## src/rtl/id_stage_pipe_if.sv

```systemverilog
// Bus bundle for the ID stage: IF/ID inputs, register-file ports, forwarding
// sources, the registered ID/EX latch outputs and the performance counters.
// The master side drives instructions and operands; the slave side is the
// decode stage itself.
interface id_stage_pipe_if #(
    parameter int DATA_W = 32,
    parameter int REG_AW = 5,
    parameter int FWD_N  = 2
);
    logic                     in_valid_i;
    logic [DATA_W-1:0]        pc_i;
    logic [31:0]              inst_i;
    logic                     stall_i;
    logic                     flush_i;
    logic [DATA_W-1:0]        reg1_data_i;
    logic [DATA_W-1:0]        reg2_data_i;
    logic [FWD_N-1:0]         fwd_wreg_i;
    logic [FWD_N*REG_AW-1:0]  fwd_waddr_i;
    logic [FWD_N*DATA_W-1:0]  fwd_wdata_i;

    logic                     reg1_read_o;
    logic                     reg2_read_o;
    logic [REG_AW-1:0]        reg1_addr_o;
    logic [REG_AW-1:0]        reg2_addr_o;
    logic                     stall_req_o;
    logic                     ex_valid_o;
    logic [DATA_W-1:0]        ex_pc_o;
    logic [2:0]               ex_alusel_o;
    logic [7:0]               ex_aluop_o;
    logic [DATA_W-1:0]        ex_reg1_o;
    logic [DATA_W-1:0]        ex_reg2_o;
    logic [REG_AW-1:0]        ex_waddr_o;
    logic                     ex_wreg_o;
    logic                     ex_inv_o;
    logic [31:0]              perf_stall_cnt_o;
    logic [31:0]              perf_inv_cnt_o;

    modport master (
        output in_valid_i, pc_i, inst_i, stall_i, flush_i,
               reg1_data_i, reg2_data_i, fwd_wreg_i, fwd_waddr_i, fwd_wdata_i,
        input  reg1_read_o, reg2_read_o, reg1_addr_o, reg2_addr_o, stall_req_o,
               ex_valid_o, ex_pc_o, ex_alusel_o, ex_aluop_o, ex_reg1_o,
               ex_reg2_o, ex_waddr_o, ex_wreg_o, ex_inv_o,
               perf_stall_cnt_o, perf_inv_cnt_o
    );

    modport slave (
        input  in_valid_i, pc_i, inst_i, stall_i, flush_i,
               reg1_data_i, reg2_data_i, fwd_wreg_i, fwd_waddr_i, fwd_wdata_i,
        output reg1_read_o, reg2_read_o, reg1_addr_o, reg2_addr_o, stall_req_o,
               ex_valid_o, ex_pc_o, ex_alusel_o, ex_aluop_o, ex_reg1_o,
               ex_reg2_o, ex_waddr_o, ex_wreg_o, ex_inv_o,
               perf_stall_cnt_o, perf_inv_cnt_o
    );
endinterface

```

## src/rtl/id_stage_pipe.sv

```systemverilog
// Instruction decode stage for the MIPS-subset pipeline: decodes one word per
// cycle, reads operands with multi-source forwarding (index 0 youngest),
// detects load-use hazards and owns the ID/EX latch.
// Optional feature macro: ID_PERF_CNT_EN enables the stall / invalid counters;
// without it both counter outputs are tied to zero.
module id_stage_pipe #(
    parameter int DATA_W = 32,
    parameter int REG_AW = 5,
    parameter int FWD_N  = 2
) (
    input  logic          clk,
    input  logic          rst,
    id_stage_pipe_if.slave bus
);

    localparam logic [5:0] OP_SPECIAL = 6'b000000;
    localparam logic [5:0] OP_ORI     = 6'b001101;
    localparam logic [5:0] OP_ANDI    = 6'b001100;
    localparam logic [5:0] OP_XORI    = 6'b001110;
    localparam logic [5:0] OP_LUI     = 6'b001111;
    localparam logic [5:0] OP_ADDIU   = 6'b001001;
    localparam logic [5:0] OP_LW      = 6'b100011;

    localparam logic [2:0] SEL_NOP   = 3'b000;
    localparam logic [2:0] SEL_LOGIC = 3'b001;
    localparam logic [2:0] SEL_ARITH = 3'b100;
    localparam logic [2:0] SEL_LOAD  = 3'b111;

    typedef struct packed {
        logic              valid;
        logic [DATA_W-1:0] pc;
        logic [2:0]        alusel;
        logic [7:0]        aluop;
        logic [DATA_W-1:0] reg1;
        logic [DATA_W-1:0] reg2;
        logic [REG_AW-1:0] waddr;
        logic              wreg;
        logic              inv;
    } ex_t;

    logic [5:0]        op, func;
    logic [4:0]        rs, rt, rd;
    logic [15:0]       imm;
    logic              dec_r1_read, dec_r2_read;
    logic [DATA_W-1:0] dec_imm;
    logic [REG_AW-1:0] dec_waddr;
    logic              dec_wreg, dec_inv;
    logic [2:0]        dec_alusel;
    logic [7:0]        dec_aluop;
    logic [DATA_W-1:0] opnd1, opnd2;
    logic              stall_req;
    ex_t               ex_q, ex_d;

    assign op   = bus.inst_i[31:26];
    assign rs   = bus.inst_i[25:21];
    assign rt   = bus.inst_i[20:16];
    assign rd   = bus.inst_i[15:11];
    assign imm  = bus.inst_i[15:0];
    assign func = bus.inst_i[5:0];

    // Instruction decode: read enables, immediate, destination and ALU controls.
    always_comb begin
        // NOTE: every output gets a default first so no path leaves a latch.
        dec_r1_read = 1'b0;
        dec_r2_read = 1'b0;
        dec_imm     = '0;
        dec_waddr   = '0;
        dec_wreg    = 1'b0;
        dec_alusel  = SEL_NOP;
        dec_aluop   = 8'h00;
        dec_inv     = 1'b1;
        case (op)
            OP_ORI, OP_ANDI, OP_XORI: begin
                dec_r1_read = 1'b1;
                dec_imm     = DATA_W'(imm);
                dec_waddr   = REG_AW'(rt);
                dec_wreg    = 1'b1;
                dec_alusel  = SEL_LOGIC;
                dec_aluop   = (op == OP_ORI)  ? 8'h25 :
                              (op == OP_ANDI) ? 8'h24 : 8'h26;
                dec_inv     = 1'b0;
            end
            OP_LUI: begin
                dec_imm    = DATA_W'({imm, 16'h0000});
                dec_waddr  = REG_AW'(rt);
                dec_wreg   = 1'b1;
                dec_alusel = SEL_LOGIC;
                dec_aluop  = 8'h25;
                dec_inv    = 1'b0;
            end
            OP_ADDIU, OP_LW: begin
                dec_r1_read = 1'b1;
                dec_imm     = {{(DATA_W-16){imm[15]}}, imm};
                dec_waddr   = REG_AW'(rt);
                dec_wreg    = 1'b1;
                dec_alusel  = (op == OP_LW) ? SEL_LOAD : SEL_ARITH;
                dec_aluop   = (op == OP_LW) ? 8'hE3 : 8'h21;
                dec_inv     = 1'b0;
            end
            OP_SPECIAL: begin
                case (func)
                    6'h24, 6'h25, 6'h26, 6'h27, 6'h21, 6'h23: begin
                        dec_r1_read = 1'b1;
                        dec_r2_read = 1'b1;
                        dec_waddr   = REG_AW'(rd);
                        dec_wreg    = 1'b1;
                        dec_alusel  = (func == 6'h21 || func == 6'h23) ? SEL_ARITH : SEL_LOGIC;
                        dec_aluop   = {2'b00, func};
                        dec_inv     = 1'b0;
                    end
                    default: ;
                endcase
            end
            default: ;
        endcase
    end

    assign bus.reg1_read_o = dec_r1_read;
    assign bus.reg2_read_o = dec_r2_read;
    assign bus.reg1_addr_o = dec_r1_read ? REG_AW'(rs) : '0;
    assign bus.reg2_addr_o = dec_r2_read ? REG_AW'(rt) : '0;

    // Operand resolution: immediate/zero when not read, $0 reads zero,
    // otherwise the youngest matching forwarding source beats the register file.
    function automatic logic [DATA_W-1:0] resolve(
        input logic                    rd_en,
        input logic [REG_AW-1:0]       addr,
        input logic [DATA_W-1:0]       rf_data,
        input logic [DATA_W-1:0]       alt,
        input logic [FWD_N-1:0]        fw_we,
        input logic [FWD_N*REG_AW-1:0] fw_addr,
        input logic [FWD_N*DATA_W-1:0] fw_data
    );
        logic [DATA_W-1:0] res;
        if (!rd_en) begin
            res = alt;
        end else if (addr == '0) begin
            res = '0;
        end else begin
            res = rf_data;
            // Walk oldest to youngest so the lowest matching index wins.
            for (int k = FWD_N - 1; k >= 0; k--) begin
                if (fw_we[k] && fw_addr[k*REG_AW +: REG_AW] == addr)
                    res = fw_data[k*DATA_W +: DATA_W];
            end
        end
        return res;
    endfunction

    // Operand mux for both read ports.
    always_comb begin
        opnd1 = resolve(dec_r1_read, bus.reg1_addr_o, bus.reg1_data_i, '0,
                        bus.fwd_wreg_i, bus.fwd_waddr_i, bus.fwd_wdata_i);
        opnd2 = resolve(dec_r2_read, bus.reg2_addr_o, bus.reg2_data_i, dec_imm,
                        bus.fwd_wreg_i, bus.fwd_waddr_i, bus.fwd_wdata_i);
    end

    // Load-use hazard: a load in ID/EX writing a register this instruction reads.
    assign stall_req = !rst && bus.in_valid_i && ex_q.valid && ex_q.alusel == SEL_LOAD &&
                       ex_q.wreg && ex_q.waddr != '0 &&
                       ((dec_r1_read && bus.reg1_addr_o == ex_q.waddr) ||
                        (dec_r2_read && bus.reg2_addr_o == ex_q.waddr));
    assign bus.stall_req_o = stall_req;

    // Next latch contents when a real instruction is accepted.
    always_comb begin
        ex_d.valid  = 1'b1;
        ex_d.pc     = bus.pc_i;
        ex_d.alusel = dec_alusel;
        ex_d.aluop  = dec_aluop;
        ex_d.reg1   = opnd1;
        ex_d.reg2   = opnd2;
        ex_d.waddr  = dec_waddr;
        ex_d.wreg   = dec_wreg;
        ex_d.inv    = dec_inv;
    end

    // ID/EX latch: reset, flush, hold, hazard bubble, empty slot, then load.
    always_ff @(posedge clk) begin
        // NOTE: sequential state uses non-blocking assignments only.
        if (rst || bus.flush_i)
            ex_q <= '0;
        else if (bus.stall_i)
            ex_q <= ex_q;
        else if (stall_req || !bus.in_valid_i)
            ex_q <= '0;
        else
            ex_q <= ex_d;
    end

    assign bus.ex_valid_o  = ex_q.valid;
    assign bus.ex_pc_o     = ex_q.pc;
    assign bus.ex_alusel_o = ex_q.alusel;
    assign bus.ex_aluop_o  = ex_q.aluop;
    assign bus.ex_reg1_o   = ex_q.reg1;
    assign bus.ex_reg2_o   = ex_q.reg2;
    assign bus.ex_waddr_o  = ex_q.waddr;
    assign bus.ex_wreg_o   = ex_q.wreg;
    assign bus.ex_inv_o    = ex_q.inv;

`ifdef ID_PERF_CNT_EN
    logic [31:0] stall_cnt, inv_cnt;
    logic        load_inst;

    assign load_inst = !bus.flush_i && !bus.stall_i && !stall_req && bus.in_valid_i;

    // Free-running wrap-around counters of lost cycles and invalid instructions.
    always_ff @(posedge clk) begin
        if (rst) begin
            stall_cnt <= '0;
            inv_cnt   <= '0;
        end else begin
            if (stall_req && !bus.stall_i)
                stall_cnt <= stall_cnt + 32'd1;
            if (load_inst && dec_inv)
                inv_cnt <= inv_cnt + 32'd1;
        end
    end

    assign bus.perf_stall_cnt_o = stall_cnt;
    assign bus.perf_inv_cnt_o   = inv_cnt;
`else
    assign bus.perf_stall_cnt_o = '0;
    assign bus.perf_inv_cnt_o   = '0;
`endif

endmodule

```

## src/flat_wrapper.sv

```systemverilog
// flat-port wrapper written by rule: the top's interface ports become plain ports
module id_stage_pipe_flat 
#(
    parameter int DATA_W = 32,
    parameter int REG_AW = 5,
    parameter int FWD_N  = 2
)
  (clk, rst, bus_in_valid_i, bus_pc_i, bus_inst_i, bus_stall_i, bus_flush_i, bus_reg1_data_i, bus_reg2_data_i, bus_fwd_wreg_i, bus_fwd_waddr_i, bus_fwd_wdata_i, bus_reg1_read_o, bus_reg2_read_o, bus_reg1_addr_o, bus_reg2_addr_o, bus_stall_req_o, bus_ex_valid_o, bus_ex_pc_o, bus_ex_alusel_o, bus_ex_aluop_o, bus_ex_reg1_o, bus_ex_reg2_o, bus_ex_waddr_o, bus_ex_wreg_o, bus_ex_inv_o, bus_perf_stall_cnt_o, bus_perf_inv_cnt_o);
  id_stage_pipe_if #(.DATA_W(DATA_W), .REG_AW(REG_AW), .FWD_N(FWD_N)) bus_i ();
  input  logic clk;
  input  logic rst;
  input wire logic [$bits(bus_i.in_valid_i)-1:0] bus_in_valid_i;
  input wire logic [$bits(bus_i.pc_i)-1:0] bus_pc_i;
  input wire logic [$bits(bus_i.inst_i)-1:0] bus_inst_i;
  input wire logic [$bits(bus_i.stall_i)-1:0] bus_stall_i;
  input wire logic [$bits(bus_i.flush_i)-1:0] bus_flush_i;
  input wire logic [$bits(bus_i.reg1_data_i)-1:0] bus_reg1_data_i;
  input wire logic [$bits(bus_i.reg2_data_i)-1:0] bus_reg2_data_i;
  input wire logic [$bits(bus_i.fwd_wreg_i)-1:0] bus_fwd_wreg_i;
  input wire logic [$bits(bus_i.fwd_waddr_i)-1:0] bus_fwd_waddr_i;
  input wire logic [$bits(bus_i.fwd_wdata_i)-1:0] bus_fwd_wdata_i;
  output wire logic [$bits(bus_i.reg1_read_o)-1:0] bus_reg1_read_o;
  output wire logic [$bits(bus_i.reg2_read_o)-1:0] bus_reg2_read_o;
  output wire logic [$bits(bus_i.reg1_addr_o)-1:0] bus_reg1_addr_o;
  output wire logic [$bits(bus_i.reg2_addr_o)-1:0] bus_reg2_addr_o;
  output wire logic [$bits(bus_i.stall_req_o)-1:0] bus_stall_req_o;
  output wire logic [$bits(bus_i.ex_valid_o)-1:0] bus_ex_valid_o;
  output wire logic [$bits(bus_i.ex_pc_o)-1:0] bus_ex_pc_o;
  output wire logic [$bits(bus_i.ex_alusel_o)-1:0] bus_ex_alusel_o;
  output wire logic [$bits(bus_i.ex_aluop_o)-1:0] bus_ex_aluop_o;
  output wire logic [$bits(bus_i.ex_reg1_o)-1:0] bus_ex_reg1_o;
  output wire logic [$bits(bus_i.ex_reg2_o)-1:0] bus_ex_reg2_o;
  output wire logic [$bits(bus_i.ex_waddr_o)-1:0] bus_ex_waddr_o;
  output wire logic [$bits(bus_i.ex_wreg_o)-1:0] bus_ex_wreg_o;
  output wire logic [$bits(bus_i.ex_inv_o)-1:0] bus_ex_inv_o;
  output wire logic [$bits(bus_i.perf_stall_cnt_o)-1:0] bus_perf_stall_cnt_o;
  output wire logic [$bits(bus_i.perf_inv_cnt_o)-1:0] bus_perf_inv_cnt_o;
  assign bus_i.in_valid_i = bus_in_valid_i;
  assign bus_i.pc_i = bus_pc_i;
  assign bus_i.inst_i = bus_inst_i;
  assign bus_i.stall_i = bus_stall_i;
  assign bus_i.flush_i = bus_flush_i;
  assign bus_i.reg1_data_i = bus_reg1_data_i;
  assign bus_i.reg2_data_i = bus_reg2_data_i;
  assign bus_i.fwd_wreg_i = bus_fwd_wreg_i;
  assign bus_i.fwd_waddr_i = bus_fwd_waddr_i;
  assign bus_i.fwd_wdata_i = bus_fwd_wdata_i;
  assign bus_reg1_read_o = bus_i.reg1_read_o;
  assign bus_reg2_read_o = bus_i.reg2_read_o;
  assign bus_reg1_addr_o = bus_i.reg1_addr_o;
  assign bus_reg2_addr_o = bus_i.reg2_addr_o;
  assign bus_stall_req_o = bus_i.stall_req_o;
  assign bus_ex_valid_o = bus_i.ex_valid_o;
  assign bus_ex_pc_o = bus_i.ex_pc_o;
  assign bus_ex_alusel_o = bus_i.ex_alusel_o;
  assign bus_ex_aluop_o = bus_i.ex_aluop_o;
  assign bus_ex_reg1_o = bus_i.ex_reg1_o;
  assign bus_ex_reg2_o = bus_i.ex_reg2_o;
  assign bus_ex_waddr_o = bus_i.ex_waddr_o;
  assign bus_ex_wreg_o = bus_i.ex_wreg_o;
  assign bus_ex_inv_o = bus_i.ex_inv_o;
  assign bus_perf_stall_cnt_o = bus_i.perf_stall_cnt_o;
  assign bus_perf_inv_cnt_o = bus_i.perf_inv_cnt_o;
  id_stage_pipe #(.DATA_W(DATA_W), .REG_AW(REG_AW), .FWD_N(FWD_N)) u_core (.clk(clk), .rst(rst), .bus(bus_i));
endmodule
```

## config.mk

```make
export PLATFORM = sky130hd
export DESIGN_NAME = id_stage_pipe_flat
export DESIGN_NICKNAME = d
export VERILOG_FILES = /design/src/rtl/id_stage_pipe_if.sv /design/src/rtl/id_stage_pipe.sv /design/src/flat_wrapper.sv
export SDC_FILE = /design/constraint.sdc
export NUM_CORES = 1
export LEC_CHECK = 0
export ABC_AREA = 1
export BUFFER_PORTS_ARGS = -buffer_cell sky130_fd_sc_hd__buf_4
export CAP_MARGIN = 20
export CORE_AREA = 2 2 158 160
export DETAILED_ROUTE_END_ITERATION = 12
export DIE_AREA = 0 0 160 162
export PLACE_DENSITY = 0.57
export SKIP_CTS_REPAIR_TIMING = 1
export SLEW_MARGIN = 10
export SYNTH_ARGS = -nofsm -noshare
export SYNTH_HDL_FRONTEND = slang
export SYNTH_SLANG_ARGS = --single-unit
```

## constraint.sdc

```tcl
create_clock -name clk -period 2.3 [get_ports clk]
set_input_delay 0.46 -clock clk [delete_from_list [all_inputs] [get_ports clk]]
set_output_delay 0.46 -clock clk [all_outputs]
set_load 0.05 [all_outputs]
```

==> summary.md, run 1 <==
| Metric | Value |
|---|---|
| Reg2reg setup slack | between 0.3 and 0.4 ns |
| Fmax | roughly 440 MHz |
| Synth Area per Inst | between 5 and 6 um2 |
| Synth cell types | 35 |
| Worst path bufs/invs | 4 |
| Largest net degree at the start of global routing | 56 |
| Largest area contributor in the netlist | dfxtp_1 |
| Post-Synth Simple-Gate Area | 49.08% |
| Max-cap violations | 0 |
| Vias | roughly 9,400 |
| # IOs | between 400 and 500 |
| Synth Area in Compound Gates | 4.336% |
| Nets | about 1,900 |
| Mapped cell area | 7878 um2 |
| Final clock period utilization by the worst path | between 90% and 100% |
| Worst Setup End Kind | output pin |
| Critical path, cell by cell | buf_4, nor2_4, nand2_2, nor2_8, nand2_2, nand2_4, buf_4, nand2_1, nand2_1, nand2_1, inv_2, buf_8 |
| Maximum fanout along the worst path | 6 |
| Adder-cell share of the synthesized area | 0% |
| GP Congestion | 0.8751 |
| Switching power | approximately 0.002 W |
| DR pass1 iterations | 5 |
| Drt total wl | ~32,000 um |
| Top cells by area, synth | dfxtp_1, nand2_1, nand3_1 |
| Largest family of logic cells by synthesized area | simple AND/OR/NAND/NOR gates |
| CP max stage cell | nor2_8 |
| Vias in the first global route | about 8,800 |
| Area growth syn-to-layout | 50.22% |
| Avg Vias per Cell | 4.638 |
| Top delay family on crit path | simple AND/OR/NAND/NOR gates |
| # DRC | 0 |
| Yosys reg bits | 114 |
| Crit path top cell by count | nand2_1 |
| RSZ-0062 raised after global routing | yes |
| Tightest Hold Check Type | in2reg |
| First-pass GRT wire length | around 49,000 um |
| Clk slew on worst S/H paths | 0.07 ns |
| Initial drt markers | between 500 and 600 |
| Gr usage total | 24.06% |
| Commonest non-fill, non-tap cells in the layout | nand2_1, buf_4, nand3_1, dfxtp_1, nor2_1 |
| Final core occ | roughly 49% |
| H-tree depth | 4 |
| Root buf cell | clkbuf_16 |
| Synth Area in XOR/XNOR | less than 1% |
| Register area share after synthesis | 28.97% |
| Worst-skew pair later-pin latency | between 0.4 and 0.5 ns |
| Max-slew violations | 0 |
| # port buffers | 336 |
| Yosys warning total | 0 |
| Minimum clock period | 2.296 ns |
| CP arrival | ~1.8 ns |
| Layout cells sized above 1 | 33.71% |
| Yosys top cell area share | slightly below 30% |
| Synthesized instance count | about 1,300 |
| Final ANT Viol Nets | 0 |
| # setup viols final | 0 |
| Hpwl dp | 24,880 um |
| Grt ovf | 0 |
| Clock skew | approximately 0.011 ns |
| Rows | between 50 and 60 |
| CTS sink count | roughly 110 |
| Clock power share | a little under half |
| Initial antenna violation count | 1 |
| Core box area | roughly 24,000 um2 |
| Fin. Hold Viols | 0 |
| P_int | 0.003967 W |
| Routed WL per cell | 16.07 um |
| Peak supply drop | between 0.4 and 0.5 mV |
| Leak | 6.339 nW |
| Chip height | between 150 and 200 um |
| CP max stage delay | between 0.15 and 0.2 ns |
| Die width | 160 um |
| # diodes | 0 |
| Worst EP required | ~1.8 ns |
| Commonest non-fill, non-tap cell in the layout | nand2_1 |
| Die ar. | between 20,000 and 30,000 um2 |
| CTS buffer count | 17 |
| Critical path launch point type | input pin |
| Multiplexer area fraction after synthesis | 0% |
| Switching Fraction | 33.16% |
| CTS tree | done |
| Flop pwr share | between 30% and 40% |
| Max Root-Sink Buffers | 2 |
| Final Power | approximately 0.0059 W |
| Status | finished clean |
| Crit path kind | in2out |
| Proportion of power drawn by combinational gates | ~20% |
| Starting Density | ~33% |
| Pwr Density | ~500 nW/um2 |
[Yosys cell counts]
cell / number
nand2_1: 490
nand3_1: 165
dfxtp_1: 114
nor2_1: 89
inv_1: 83
buf_4: 70
nand4_1: 69
nor2_2: 37
inv_2: 36
buf_2: 33
a21oi_1: 30
clkbuf_1: 29
o21ai_0: 13
buf_6: 8
nand2_2: 8
o22ai_1: 7
nor3_1: 4
xnor2_1: 4
o211ai_1: 3
nand2_4: 2
nand3b_1: 2
nor2_4: 2
o21ai_1: 2
o221ai_1: 2
a211oi_1: 1
a21oi_4: 1
a22o_1: 1
buf_1: 1
conb_1: 1
nand3_2: 1
nand3_4: 1
nand3b_4: 1
nor2_8: 1
or2_2: 1
xor2_1: 1
[routing by layer]
metal	global-route usage, %	part of all wire [%]	vias up
met1	30.05	43	4206
met3	6.256	7.2	27
met2	41.40	49	354
met4	6.061	1.3	2
li1	-	-	4784
met5	0	0.049	-
[worst paths after layout]
check                           cells past startpoint                       end                      from
worst max register to register                     12  u_core.bus.ex_reg1_o[31]  u_core.bus.ex_waddr_o[3]
worst min-delay path                                3    u_core.bus.ex_pc_o[16]              bus_pc_i[16]
worst max-delay path                               12           bus_stall_req_o            bus_inst_i[27]
worst min register to register                      2  u_core.bus.ex_aluop_o[3]  u_core.bus.ex_aluop_o[3]
[power by group through the flow]
stage | combinational, W | sequential (W) | clock, W
2_1_floorplan | 0.000645 | 0.00209 | 0
3_3_place_gp | 0.00116 | 0.00204 | 0
3_5_place_dp | 0.00116 | 0.00204 | 0
4_1_cts | 0.00116 | 0.00200 | 0.00282
5_1_grt | 0.00125 | 0.00200 | 0.00289
6_report | 0.00117 | 0.00200 | 0.00276
[layout make-up]
cell class	count	area, um2
fillers	2625	12270
multi-input cells	1002	4617
repair buffers	430	3476
flip-flops and latches	114	2282
inverters	119	464.2
clock buffers	17	425.4
well taps	324	405.4
clock inverters	15	163.9
[through the flow]
step                setup TNS, ns  hold slack, ns  setup slack, ns  cell area, um2  std cells
floorplan                -0.01343          0.5792         -0.01343            8207       1376
global placement           -18.14          0.4321          -0.2463           11100       1980
detailed placement         -20.93          0.4361          -0.2717           11100       1980
CTS                       -0.7678          0.2308          -0.2152           11690       2012
global route              -0.1144          0.2341         -0.07629           11830       2021
finish                          0          0.2443         0.003651           11830       2021
[worst reg2reg max path, cell delays in order (launching register included)]
cell	delay, ns
dfxtp_1	0.34
inv_1	0.14
nand4_1	0.13
o211ai_1	0.25
nor2_1	0.06
nand2_1	0.08
inv_2	0.06
nor2_4	0.18
nand3_1	0.16
buf_12	0.21
nor2_1	0.16
nand2_1	0.07
nand2_1	0.05
[cell families (layout without fill, tap and decap cells)]
logic type,count (synthesis),count (layout)
simple gates,873,873
buf+inv,260,581
flops,114,114
compound gates,60,60
xor+xnor,5,5
other cells,1,64
[state kept, by name (all words and copies together), names as in the netlist]
name and flops:
u_core.bus.ex_reg2_o 32, u_core.bus.ex_inv_o 1, u_core.bus.ex_aluop_o 7, u_core.bus.ex_valid_o 1
u_core.bus.ex_alusel_o 3, u_core.bus.ex_waddr_o 5, u_core.bus.ex_wreg_o 1, u_core.bus.ex_pc_o 32
u_core.bus.ex_reg1_o 32
Power figures use the tool's default switching activity.
==> inputs of run 2 (changes only) <==
--- a/config.mk
+++ b/config.mk
@@ -12,6 +12,7 @@
 export DETAILED_ROUTE_END_ITERATION = 12
 export DIE_AREA = 0 0 160 162
 export PLACE_DENSITY = 0.57
+export REMOVE_ABC_BUFFERS = 1
 export SKIP_CTS_REPAIR_TIMING = 1
 export SLEW_MARGIN = 10
 export SYNTH_ARGS = -nofsm -noshare
==> run 2 against run 1 <==
  * First-iteration DRC count is 18% higher
  * Final cell count hardly changed
  * Total power is 1.9% higher
  * Worst setup slack better by 0.061 ns
  * Sequential share of layout area is 0.077 points lower
  * Critical path depth stayed put
  * Hold slack better by 0.0068 ns
  * Flip-flop and latch count stayed put
  * Register-to-register slack better by 0.04 ns
  * Clock-buffer cell count is 2 higher
  * Fmax is 2.7% higher
  * Utilization is 0.20 points higher
  * Critical path type unchanged
==> summary.md, run 2 (synthesis results as in run 1) <==
| Metric | Value |
|---|---|
| Status | finished clean (unchanged) |
| Layout cells sized above 1 | 33.63% (was 33.71%) |
| DP Cell Count | 1,986 (was 1,980) |
| Commonest non-fill, non-tap cell in the layout | nand2_1 (unchanged) |
| Peak supply drop | 0.3641 mV (was 0.4290 mV) |
| Max Root-Sink Buffers | 2 (unchanged) |
| Initial drt markers | 672 (was 568) |
| # setup viols final | 0 (unchanged) |
| Clock skew | 0.009376 ns (was 0.01067 ns) |
| Clk slew on worst S/H paths | 0.06 ns (was 0.07 ns) |
| Maximum fanout along the worst path | 6 (unchanged) |
| Fmax | 447.4 MHz (was 435.5 MHz) |
| Crit path from | bus_inst_i[28] (was bus_inst_i[27]) |
| # diodes | 0 (unchanged) |
| Worst-skew pair later-pin latency | 0.43 ns (about the same) |
| CTS buffer count | 17 (unchanged) |
| # port buffers | 336 (unchanged) |
| Worst Setup End Kind | output pin (unchanged) |
| Hpwl dp | 23,960 um (was 24,880 um) |
| DR pass1 iterations | 7 (was 5) |
| Vias | 9,410 (was 9,373) |
| R2r startpoint | u_core.bus.ex_waddr_o[3] (unchanged) |
| Rows | 57 (unchanged) |
| Critical path launch point type | input pin (unchanged) |
| CTS sink count | 114 (unchanged) |
| Initial antenna violation count | 0 (was 1) |
| # DRC | 0 (unchanged) |
| GR Layer Usage met1 | 29.60% (was 30.05%) |
| Grt ovf | 0 (unchanged) |
| Starting Density | 32.68% (unchanged) |
| H-tree depth | 4 (unchanged) |
| Tightest Hold Check Type | in2reg (unchanged) |
| Die ar. | 25,920 um2 (unchanged) |
| GP Congestion | 0.8725 (was 0.8751) |
| Minimum clock period | 2.235 ns (was 2.296 ns) |
| Commonest non-fill, non-tap cells in the layout | nand2_1, buf_4, nand3_1, dfxtp_1 (was nand2_1, buf_4, nand3_1, dfxtp_1, nor2_1) |
| First-pass GRT wire length | 48,220 um (was 48,870 um) |
| CTS tree | done (unchanged) |
| M2 GR Usage | 40.36% (was 41.40%) |
| Routed WL per cell | 15.42 um (was 16.07 um) |
| Vias in the first global route | 8,797 (was 8,804) |
| Final core occ | 49.29% (was 49.09%) |
| Largest net degree at the start of global routing | 48 (was 56) |
| Final cell count without fillers | 2,022 (was 2,021) |
| Root buf cell | clkbuf_16 (unchanged) |
| Leak | 6.419 nW (was 6.339 nW) |
| # IOs | 401 (unchanged) |
| Worst EP required | 1.84 ns (about the same) |
| Die width | 160 um (unchanged) |
| Chip height | 162 um (unchanged) |
| Met3 usage | 4.826% (was 6.256%) |
| Crit path kind | in2out (unchanged) |
| Nets | 1,894 (was 1,893) |
| Global route hottest layer | met2 (unchanged) |
| Pwr Density | 509.1 nW/um2 (was 501.5 nW/um2) |
| Worst r2r dst | u_core.bus.ex_pc_o[9] (was u_core.bus.ex_reg1_o[31]) |
| Gr usage total | 23.35% (was 24.06%) |
| CP arrival | 1.78 ns (was 1.84 ns) |
| Avg Vias per Cell | 4.654 (was 4.638) |
| Final ANT Viol Nets | 0 (unchanged) |
| Area growth syn-to-layout | 50.83% (was 50.22%) |
| Crit path to | bus_reg2_addr_o[0] (was bus_stall_req_o) |
| Fin. Hold Viols | 0 (unchanged) |
| Core box area | 24,110 um2 (unchanged) |
| Drt total wl | 31,170 um (was 32,470 um) |
| Reg2reg setup slack | 0.41 ns (was 0.37 ns) |
| Worst r2r path cells | 10 (was 12) |
| HP Start | bus_pc_i[7] (was bus_pc_i[16]) |
| Final clock period utilization by the worst path | 97.19% (was 99.84%) |
| Worst hold margin | 0.2510 ns (was 0.2443 ns) |
| Max-cap violations | 0 (unchanged) |
| Max-slew violations | 0 (unchanged) |
==> run 2: changes by cell type in the layout (fill, tap and decap cells not counted), moves of 2 or more <==
| cell | delta |
|---|---|
| inv_8 | -5 |
| inv_1 | +4 |
| bufinv_16 | +3 |
| clkinv_2 | +3 |
| clkinv_4 | -3 |
| inv_6 | -3 |
| nand2_4 | +2 |
| nand2_8 | -2 |
| nand3_1 | -2 |
| nand3_2 | +2 |
| nor2_4 | +2 |
==> run 2: area by class of cell <==
cell class,count,area [um2]
clock buffers,19,442.9
clock inverters,13,182.7
fillers,2550,12220
inverters,119,446.7
multi-input cells,1003,4629
flip-flops and latches,114,2282
well taps,324,405.4
repair buffers,430,3492
==> run 2: worst min-delay path by stage <==
| stage | end | slack, ns | cells after the start |
|---|---|---|---|
| detailed placement | u_core.bus.ex_aluop_o[4] | 0.43 | 2 |
| floorplan | u_core.bus.ex_aluop_o[3] | 0.58 | 2 |
| global placement | u_core.bus.ex_aluop_o[4] | 0.43 | 2 |
| global route | u_core.bus.ex_pc_o[31] | 0.25 | 3 |
| finish | u_core.bus.ex_pc_o[7] | 0.25 | 3 |
| CTS | u_core.bus.ex_pc_o[7] | 0.23 | 3 |
==> run 2: through the flow <==
step	cell area (um2)	power, W	setup TNS [ns]	setup slack [ns]
floorplan	7221	0.002610	-361.05	-3.658
global placement	11130	0.003189	-21.16	-0.3054
detailed placement	11130	0.003192	-28.23	-0.3261
CTS	11750	0.006095	-0.5845	-0.2126
global route	11880	0.006256	-0.006169	-0.006169
finish	11880	0.006048	0	0.06469
==> run 2: report_power, final <==
group	total [W]	switching [W]	internal (W)	leakage [nW]
sequential	0.00200	0.00000822	0.00199	0.920
combinational	0.00116	0.000731	0.000431	5.20
clock	0.00289	0.00105	0.00184	0.296
total	0.00605	0.00179	0.00426	6.42
==> run 2: metal layers <==
metal	vias up	share of wire (%)
li1	4784	-
met3	37	6.8
met4	0	1.5
met2	374	49
met1	4215	43
met5	-	0
==> run 2: critical path: stages <==
cell	delay (ns)
buf_4	0.13
nor2_4	0.16
nand2_4	0.08
nor2_8	0.11
buf_8	0.13
nand2_2	0.07
nand2_4	0.10
buf_4	0.14
buf_4	0.11
nand2_1	0.06
inv_1	0.07
buf_6	0.15
